===== config.mk =====
export PLATFORM = sky130hd
export DESIGN_NAME = uart_frame_ctrl
export DESIGN_NICKNAME = d
export VERILOG_FILES = /design/src/rtl/uart_frame_pkg.sv /design/src/rtl/frame_timeout_timer.sv /design/src/rtl/uart_frame_ctrl.sv
export SDC_FILE = /design/constraint.sdc
export NUM_CORES = 1
export LEC_CHECK = 0
export ABC_AREA = 1
export CORE_MARGIN = 8
export CORE_UTILIZATION = 45
export CTS_CLUSTER_SIZE = 12
export DETAILED_ROUTE_END_ITERATION = 10
export GPL_ROUTABILITY_DRIVEN = 1
export PLACE_DENSITY_LB_ADDON = 0.2
export SETUP_SLACK_MARGIN = 0.4
export SLEW_MARGIN = 0
export SYNTH_ARGS = -nofsm -noshare
export SYNTH_HDL_FRONTEND = slang
export SYNTH_SLANG_ARGS = --single-unit
export TNS_END_PERCENT = 50

===== constraint.sdc =====
create_clock -name clk -period 2.4 [get_ports clk]
set_clock_uncertainty 0.1 [all_clocks]
set_input_delay 0.48 -clock clk [delete_from_list [all_inputs] [get_ports clk]]
set_output_delay 0.48 -clock clk [all_outputs]
set_load 0.01 [all_outputs]

===== src/rtl/uart_frame_pkg.sv =====
// Shared types and constants for the UART command frame assembler.
// Frame on the wire: HDR, P0, P1, P2, CHK where CHK = HDR ^ P0 ^ P1 ^ P2.
package uart_frame_pkg;

    typedef enum logic [1:0] {
        IDLE    = 2'd0,
        COLLECT = 2'd1,
        CHKWAIT = 2'd2,
        HOLD    = 2'd3
    } state_t;

    localparam int         FRAME_PAYLOAD = 3;
    localparam logic [7:0] HDR_DEFAULT   = 8'hA5;

endpackage


===== src/rtl/frame_timeout_timer.sv =====
// Inter-byte idle timer: counts cycles while 'run' is high, flags the last allowed cycle.
// 'clear' has priority over 'run'.
module frame_timeout_timer #(
    parameter int TIMEOUT_CYC = 50000,
    parameter int TW          = $clog2(TIMEOUT_CYC)
) (
    input  logic clk,
    input  logic rst_n,
    input  logic clear,
    input  logic run,
    output logic expired
);

    localparam logic [TW-1:0] LAST = TW'(TIMEOUT_CYC - 1);
    localparam logic [TW-1:0] ONE  = TW'(1);

    logic [TW-1:0] count_q;
    logic [TW-1:0] count_d;

    always_comb begin
        count_d = count_q;
        if (clear) begin
            count_d = '0;
        end else if (run) begin
            count_d = count_q + ONE;
        end
    end

    always_ff @(posedge clk or negedge rst_n) begin
        if (!rst_n) begin
            count_q <= '0;
        end else begin
            count_q <= count_d;
        end
    end

    assign expired = run & (count_q == LAST);

endmodule


===== src/rtl/uart_frame_ctrl.sv =====
// Assembles HDR,P0,P1,P2,CHK command frames from the UART RX byte stream and
// offers the payload to the command decoder over a valid/ready handshake.
module uart_frame_ctrl
    import uart_frame_pkg::*;
#(
    parameter logic [7:0] HDR         = HDR_DEFAULT,
    parameter int          TIMEOUT_CYC = 50000,
    parameter int          TW          = $clog2(TIMEOUT_CYC)
) (
    input  logic       clk,
    input  logic       rst_n,
    input  logic [7:0] rx_data,
    input  logic       rx_valid,
    output logic       out_valid,
    input  logic       out_ready,
    output logic [7:0] out_b0,
    output logic [7:0] out_b1,
    output logic [7:0] out_b2,
    output logic       err_chk,
    output logic       err_timeout,
    output logic [7:0] drop_cnt,
    output logic       busy
);

    localparam logic [1:0] LAST_PAYLOAD = 2'(FRAME_PAYLOAD - 1);

    state_t     state_q, state_d;
    logic [7:0] r0_q, r1_q, r2_q;
    logic [7:0] chk_q, chk_d;
    logic [1:0] cnt_q, cnt_d;
    logic [7:0] drop_q, drop_d;
    logic       errChk_q, errChk_d;
    logic       errTo_q, errTo_d;
    logic       shiftEn;
    logic       timerRun;
    logic       timerClear;
    logic       timerExpired;

    // The timer only runs on idle cycles inside a frame; any byte or leaving the frame resets it.
    assign timerRun   = ((state_q == COLLECT) || (state_q == CHKWAIT)) && !rx_valid;
    assign timerClear = !timerRun;

    frame_timeout_timer #(
        .TIMEOUT_CYC (TIMEOUT_CYC),
        .TW          (TW)
    ) u_timer (
        .clk     (clk),
        .rst_n   (rst_n),
        .clear   (timerClear),
        .run     (timerRun),
        .expired (timerExpired)
    );

    always_comb begin
        state_d  = state_q;
        chk_d    = chk_q;
        cnt_d    = cnt_q;
        drop_d   = drop_q;
        errChk_d = 1'b0;
        errTo_d  = 1'b0;
        shiftEn  = 1'b0;
        case (state_q)
            IDLE: begin
                if (rx_valid && (rx_data == HDR)) begin
                    state_d = COLLECT;
                    chk_d   = HDR;
                    cnt_d   = 2'd0;
                end
            end
            COLLECT: begin
                if (rx_valid) begin
                    shiftEn = 1'b1;
                    chk_d   = chk_q ^ rx_data;
                    cnt_d   = cnt_q + 2'd1;
                    if (cnt_q == LAST_PAYLOAD) begin
                        state_d = CHKWAIT;
                    end
                end else if (timerExpired) begin
                    errTo_d = 1'b1;
                    state_d = IDLE;
                end
            end
            CHKWAIT: begin
                if (rx_valid) begin
                    if (rx_data == chk_q) begin
                        state_d = HOLD;
                    end else begin
                        errChk_d = 1'b1;
                        state_d  = IDLE;
                    end
                end else if (timerExpired) begin
                    errTo_d = 1'b1;
                    state_d = IDLE;
                end
            end
            HOLD: begin
                if (rx_valid && (drop_q != 8'hFF)) begin
                    drop_d = drop_q + 8'd1;
                end
                if (out_ready) begin
                    state_d = IDLE;
                end
            end
            default: state_d = IDLE;
        endcase
    end

    always_ff @(posedge clk or negedge rst_n) begin
        if (!rst_n) begin
            state_q  <= IDLE;
            chk_q    <= 8'h00;
            cnt_q    <= 2'd0;
            drop_q   <= 8'h00;
            errChk_q <= 1'b0;
            errTo_q  <= 1'b0;
        end else begin
            state_q  <= state_d;
            chk_q    <= chk_d;
            cnt_q    <= cnt_d;
            drop_q   <= drop_d;
            errChk_q <= errChk_d;
            errTo_q  <= errTo_d;
        end
    end

    // Payload storage is never cleared between frames, only overwritten by new shifts.
    always_ff @(posedge clk or negedge rst_n) begin
        if (!rst_n) begin
            r0_q <= 8'h00;
            r1_q <= 8'h00;
            r2_q <= 8'h00;
        end else if (shiftEn) begin
            r0_q <= rx_data;
            r1_q <= r0_q;
            r2_q <= r1_q;
        end
    end

    assign out_b0      = r2_q;
    assign out_b1      = r1_q;
    assign out_b2      = r0_q;
    assign out_valid   = (state_q == HOLD);
    assign busy        = (state_q != IDLE);
    assign err_chk     = errChk_q;
    assign err_timeout = errTo_q;
    assign drop_cnt    = drop_q;

endmodule


Word level (Yosys, flattened, before mapping):

Cells that the tools add are included.

* bits in writable memories: 0
* output and inout port bits: 36
* bits of input ports: 12
* memories kept: 0
* register bits: 62
* bits in read-only memories: 0
* latch bits: 0
* word-level logic and storage cells: 62

* add/sub/neg operators: 3
* bitwise operators: 2
* shift-type cells: 0
* mux-type cells: 23
* $mul: 0
* reduce and logical (&&, ||, !) cells: 12
* $lt $le $gt $ge: 0
* equality and inequality tests: 12
* div/mod/pow operators: 0

Operator list (count)
* two-way mux 2 bit: 9
* adder 16 x 1 -> 16 bit (second input constant): 1
* equality test 16 bit (second input constant): 1
* two-way mux 16 bit: 1
* two-way mux 8 bit: 2
* case mux 8 bit (2 select lines): 1
* adder 8 x 1 -> 8 bit (second input constant): 1
* equality test 8 bit: 1
* equality test 8 bit (second input constant): 1
* two-way mux 1 bit: 8
* != test 8 bit (second input constant): 1
* case mux 2 bit (4 select lines): 1
* bitwise XOR 8 bit: 1
* equality test 2 bit (second input constant): 3
* AND reduction 3 bit: 2
* != test 2 bit (second input constant): 2
* case mux 2 bit (2 select lines): 1
* nonzero test 2 bit: 2
* logical AND 1 bit: 3
* != test 3 x 2 -> 1 bit (second input constant): 1
* adder 2 x 1 -> 2 bit (second input constant): 1
* equality test 2 x 1 -> 1 bit (second input constant): 1
* logical NOT 2 bit: 1
* != test 2 x 1 -> 1 bit (second input constant): 1
* 5 further kinds: 5

Longest topological paths before layout:

* depth after elaboration: 7
* mapped depth: 11
* mapped depth without buffers: 11

Cells and area by module:

Synthesis repeated with hierarchy kept, for this count alone.

* cells, all modules: 382
* area, all modules: 3118.0 µm²

Modules (own cells, without submodules)
* uart_frame_ctrl: cells an instance 253, seq. area each 1151.1 µm², area an instance 2170.8 µm², times used 1
* frame_timeout_timer: cells an instance 129, seq. area each 400.4 µm², area an instance 947.2 µm², times used 1

Least setup slack after synthesis:

Ideal clock, no wire load.

* kind: reg-to-reg
* from: reg drop_q[1] (netlist: drop_cnt[1])
* to: reg drop_q[3] (netlist: drop_cnt[3])
* data required time: 2.169 ns
* arrival: 1.328 ns
* setup slack: 0.841 ns
* period minus slack after synthesis: 1.559 ns
* cell stages (with the launch flop): 8
* path buffers: 0
* setup time: 0.131 ns
* path through: dfrtp_1 > ha_1 > nand3_1 > nor3b_2 > nand3_1 > nand3_2 > nor2_1 > xor2_1

* cells in the longest elaborated chain, start to end: 3
* elaborated cells between the ends (all ways): 4

RTL lines
* start: declaration: RTL line uart_frame_ctrl.sv:31 `logic [7:0] drop_q, drop_d;`
* start signal: assignment: RTL line uart_frame_ctrl.sv:120 `drop_q <= drop_d;`
* branches (longest 3 deep; another with adder 8 x 1 -> 8 bit)

Parallel ways; which one is timed is not known.
A chain may end at the register's enable or synchronous reset.

Worst setup path in the final report:

* from: reg state_q[0]
* to: out busy

* cells in the longest elaborated chain, start to end: 1

RTL lines
* start: declaration: RTL line uart_frame_ctrl.sv:27 `state_t state_q, state_d;`
* start signal: assignment: RTL line uart_frame_ctrl.sv:117 `state_q <= state_d;`
* nonzero test 2 bit: RTL line uart_frame_ctrl.sv:143 `assign busy = (state_q != IDLE);`
* end: declaration: RTL line uart_frame_ctrl.sv:22 `output logic busy`

No other way between the ends.

==> flow_summary.toml <==
[sta]
finalCritPeriodShare = 0.827
hold_viol_final = 7
rsz0062_at_grt = "true"
whs_ns = -0.00508
finalSetupTns_ns = 0
fin_crit_ns = 1.98
finalMaxSlewViolations = 0
setup_violations = 0
max_freq_ghz = 0.504
worst_slew_pin_slew_ns = 0.502
relSlewSlack = 0.665
layout_setup_ws_ns = 0.416

[final_layout]
nets = 436
final_cell_mix = "nand2_1, dfrtp_1, inv_1, clkdlybuf4s50_1, nor2_1"
drive_above_1_share = 0.0903
layout.cells.most_common = "nand2_1"
fillerInstances = 592
synthToLayoutAreaGrowth_pct = 27.2
n_antenna_cell = 0

[synth]
syn_avg_cell_area_um2 = 8.36
synth_area_leader_cell = "dfrtp_1"
ys_seq_area_frac = 0.518
yosysWarnings = 0
netlist.area_leader.share = 0.518
ys_types = 30
synth_nets = 378
synth_area_leaders = "dfrtp_1, nand2_1, inv_1, a21oi_1, nor2_1"
synth_seq_cells = 62
syn-instance-count = 358
synth_area_mm2 = 0.00299

[min_path]
min_path_type = "input port to asynchronous set/reset pin"

[power]
power_density_mw_per_mm2 = 1100
leakage_nw = 1.84
max-vdd-ir-drop_mv = 0.687
p_total_w = 0.00419

[global_routing]
grt_usage = 0.141
grt_pass1_wl_mm = 11.1
grt_overflow = 0
grt_pass1_vias = 2333
grt_max_degree = 49
antenna_found_initial = 0

[run]
maxCapViolCount = 0

[routing]
routed_via_density = 4.89
drtAntennaViolNets = 0
drtIter0Drc = 128
num_vias = 2437
wire_per_inst_um = 12.8
drt_pass1_iterations = 4
drcViolationCount = 0
wirelength_mm = 6.38

[clock_network]
cts_max_level = 3
cts-buffers-inserted = 9
clockRootBuffer = "clkbuf_8"
cts_tree = "built"
path_clk_slew_ns = 0.07
cts.sinks = 62
clock_path_buffers = 2
clk_latency_ns = 0.34
cts_hold_buf = 0

[floorplanning]
rows = 29
core_area_mm2 = 0.00639
pin_count = 48
die-area_mm2 = 0.00952
start_util = 0.469
die_height_um = 97.6
dieWidth_um = 97.6

[critical_path]
cp.required_ns = 1.82
crit_family = "buffers and inverters"
end_kind = "output pin"
criticalPathCategory = "flip-flop to output pin"
cp_common_cell = "inv_1"
cpPeakStageDelay_ns = 0.40
cp_num_buf_inv = 3
crit_chain = "inv_1, ha_1, inv_1, dlygate4sd2_1"
worstPathArrival_ns = 1.40
crit_path_start_kind = "flip-flop"
crit_slowest_cell = "dfrtp_1"
cp_max_fo = 4

[place]
routabilityCongestion = 0.857
io_buffers = 47
dp.final_hpwl_mm = 4.60
post-place-ws_ns = 0.269

[status]
outcome = "finished with violations"
violations = "hold timing"
layer usage:
layer	wire length, um	up-vias	GRT usage
met5	0	-	0
met4	136	0	0.0734
met3	369	11	0.0462
met2	2730	61	0.201
met1	3150	1115	0.184
li1	-	1250	-
synth_stat cells:
cell and count:
a21oi_1 26, a31oi_1 2, buf_1 1, buf_2 4, buf_4 1, clkbuf_1 1, dfrtp_1 62, ha_1 8
inv_1 51, inv_2 2, nand2_1 89, nand2_2 1, nand3_1 12, nand3_2 5, nand3_4 1, nand3b_1 1
nand4_1 5, nor2_1 34, nor2_2 1, nor2_4 2, nor3_1 5, nor3_2 1, nor3b_2 1, nor4_1 2
o21a_1 1, o21ai_0 25, o21ai_1 1, o22ai_1 4, xnor2_1 1, xor2_1 8
per-stage QoR:
step	std cells	cell area, um2	util
3_3_place_gp	479	3560	0.558
4_1_cts	498	3800	0.596
5_1_grt	498	3810	0.596
6_report	498	3810	0.596
2_1_floorplan	358	2990	-
3_5_place_dp	479	3560	0.558
report_power, final:
part           switching [W]  total (W)  internal (W)
clock               0.000439    0.00103      0.000587
sequential          0.000208    0.00158       0.00138
combinational       0.000822    0.00158      0.000754
registers in the layout, indices dropped and copies added, names as in the netlist, 2 cells and up:
signal,count
chk_q,8
cnt_q,2
drop_cnt,8
out_b0,8
out_b1,8
out_b2,8
state_q,2
u_timer.count_q,16
cells by family after synthesis:
logic type               share of synthesized area
AND/OR/NAND/NOR                              0.242
AO/OA/AOI/OAI                                0.102
adder cells (fa/ha/maj)                     0.0334
XOR/XNOR                                    0.0263
buffers and inverters                       0.0782
flip-flops                                   0.518
repair_timing:
action	in CTS	in global routing
gates resized for setup	1	1
setup endpoints to repair	2	2
setup buffers	3	0
final timing paths:
path | from | to | slack [ns] | cells past startpoint
min in group clk | out_b0[1] | out_b0[1] | 0.38 | 2
hold / removal | rst_n | out_b0[7] | -0.005 | 1
max in group asynchronous | rst_n | state_q[1] | 1.61 | 2
hold reg to reg | out_b0[1] | out_b0[1] | 0.38 | 2
setup reg to reg | state_q[0] | state_q[0] | 0.66 | 10
setup / recovery | state_q[0] | busy | 0.42 | 4
cell type report:
| cell class | instances | area (um2) | area share |
|---|---|---|---|
| clock buffers | 9 | 124 | 0.0325 |
| multi-input cells | 236 | 1210 | 0.317 |
| clock inverters | 7 | 97.6 | 0.0256 |
| flip-flops and latches | 62 | 1550 | 0.407 |
| inverters | 53 | 199 | 0.0523 |
| repair buffers | 54 | 532 | 0.140 |
| well taps | 77 | 96.3 | 0.0253 |
Note: power is estimated with default switching activity, not from simulation.
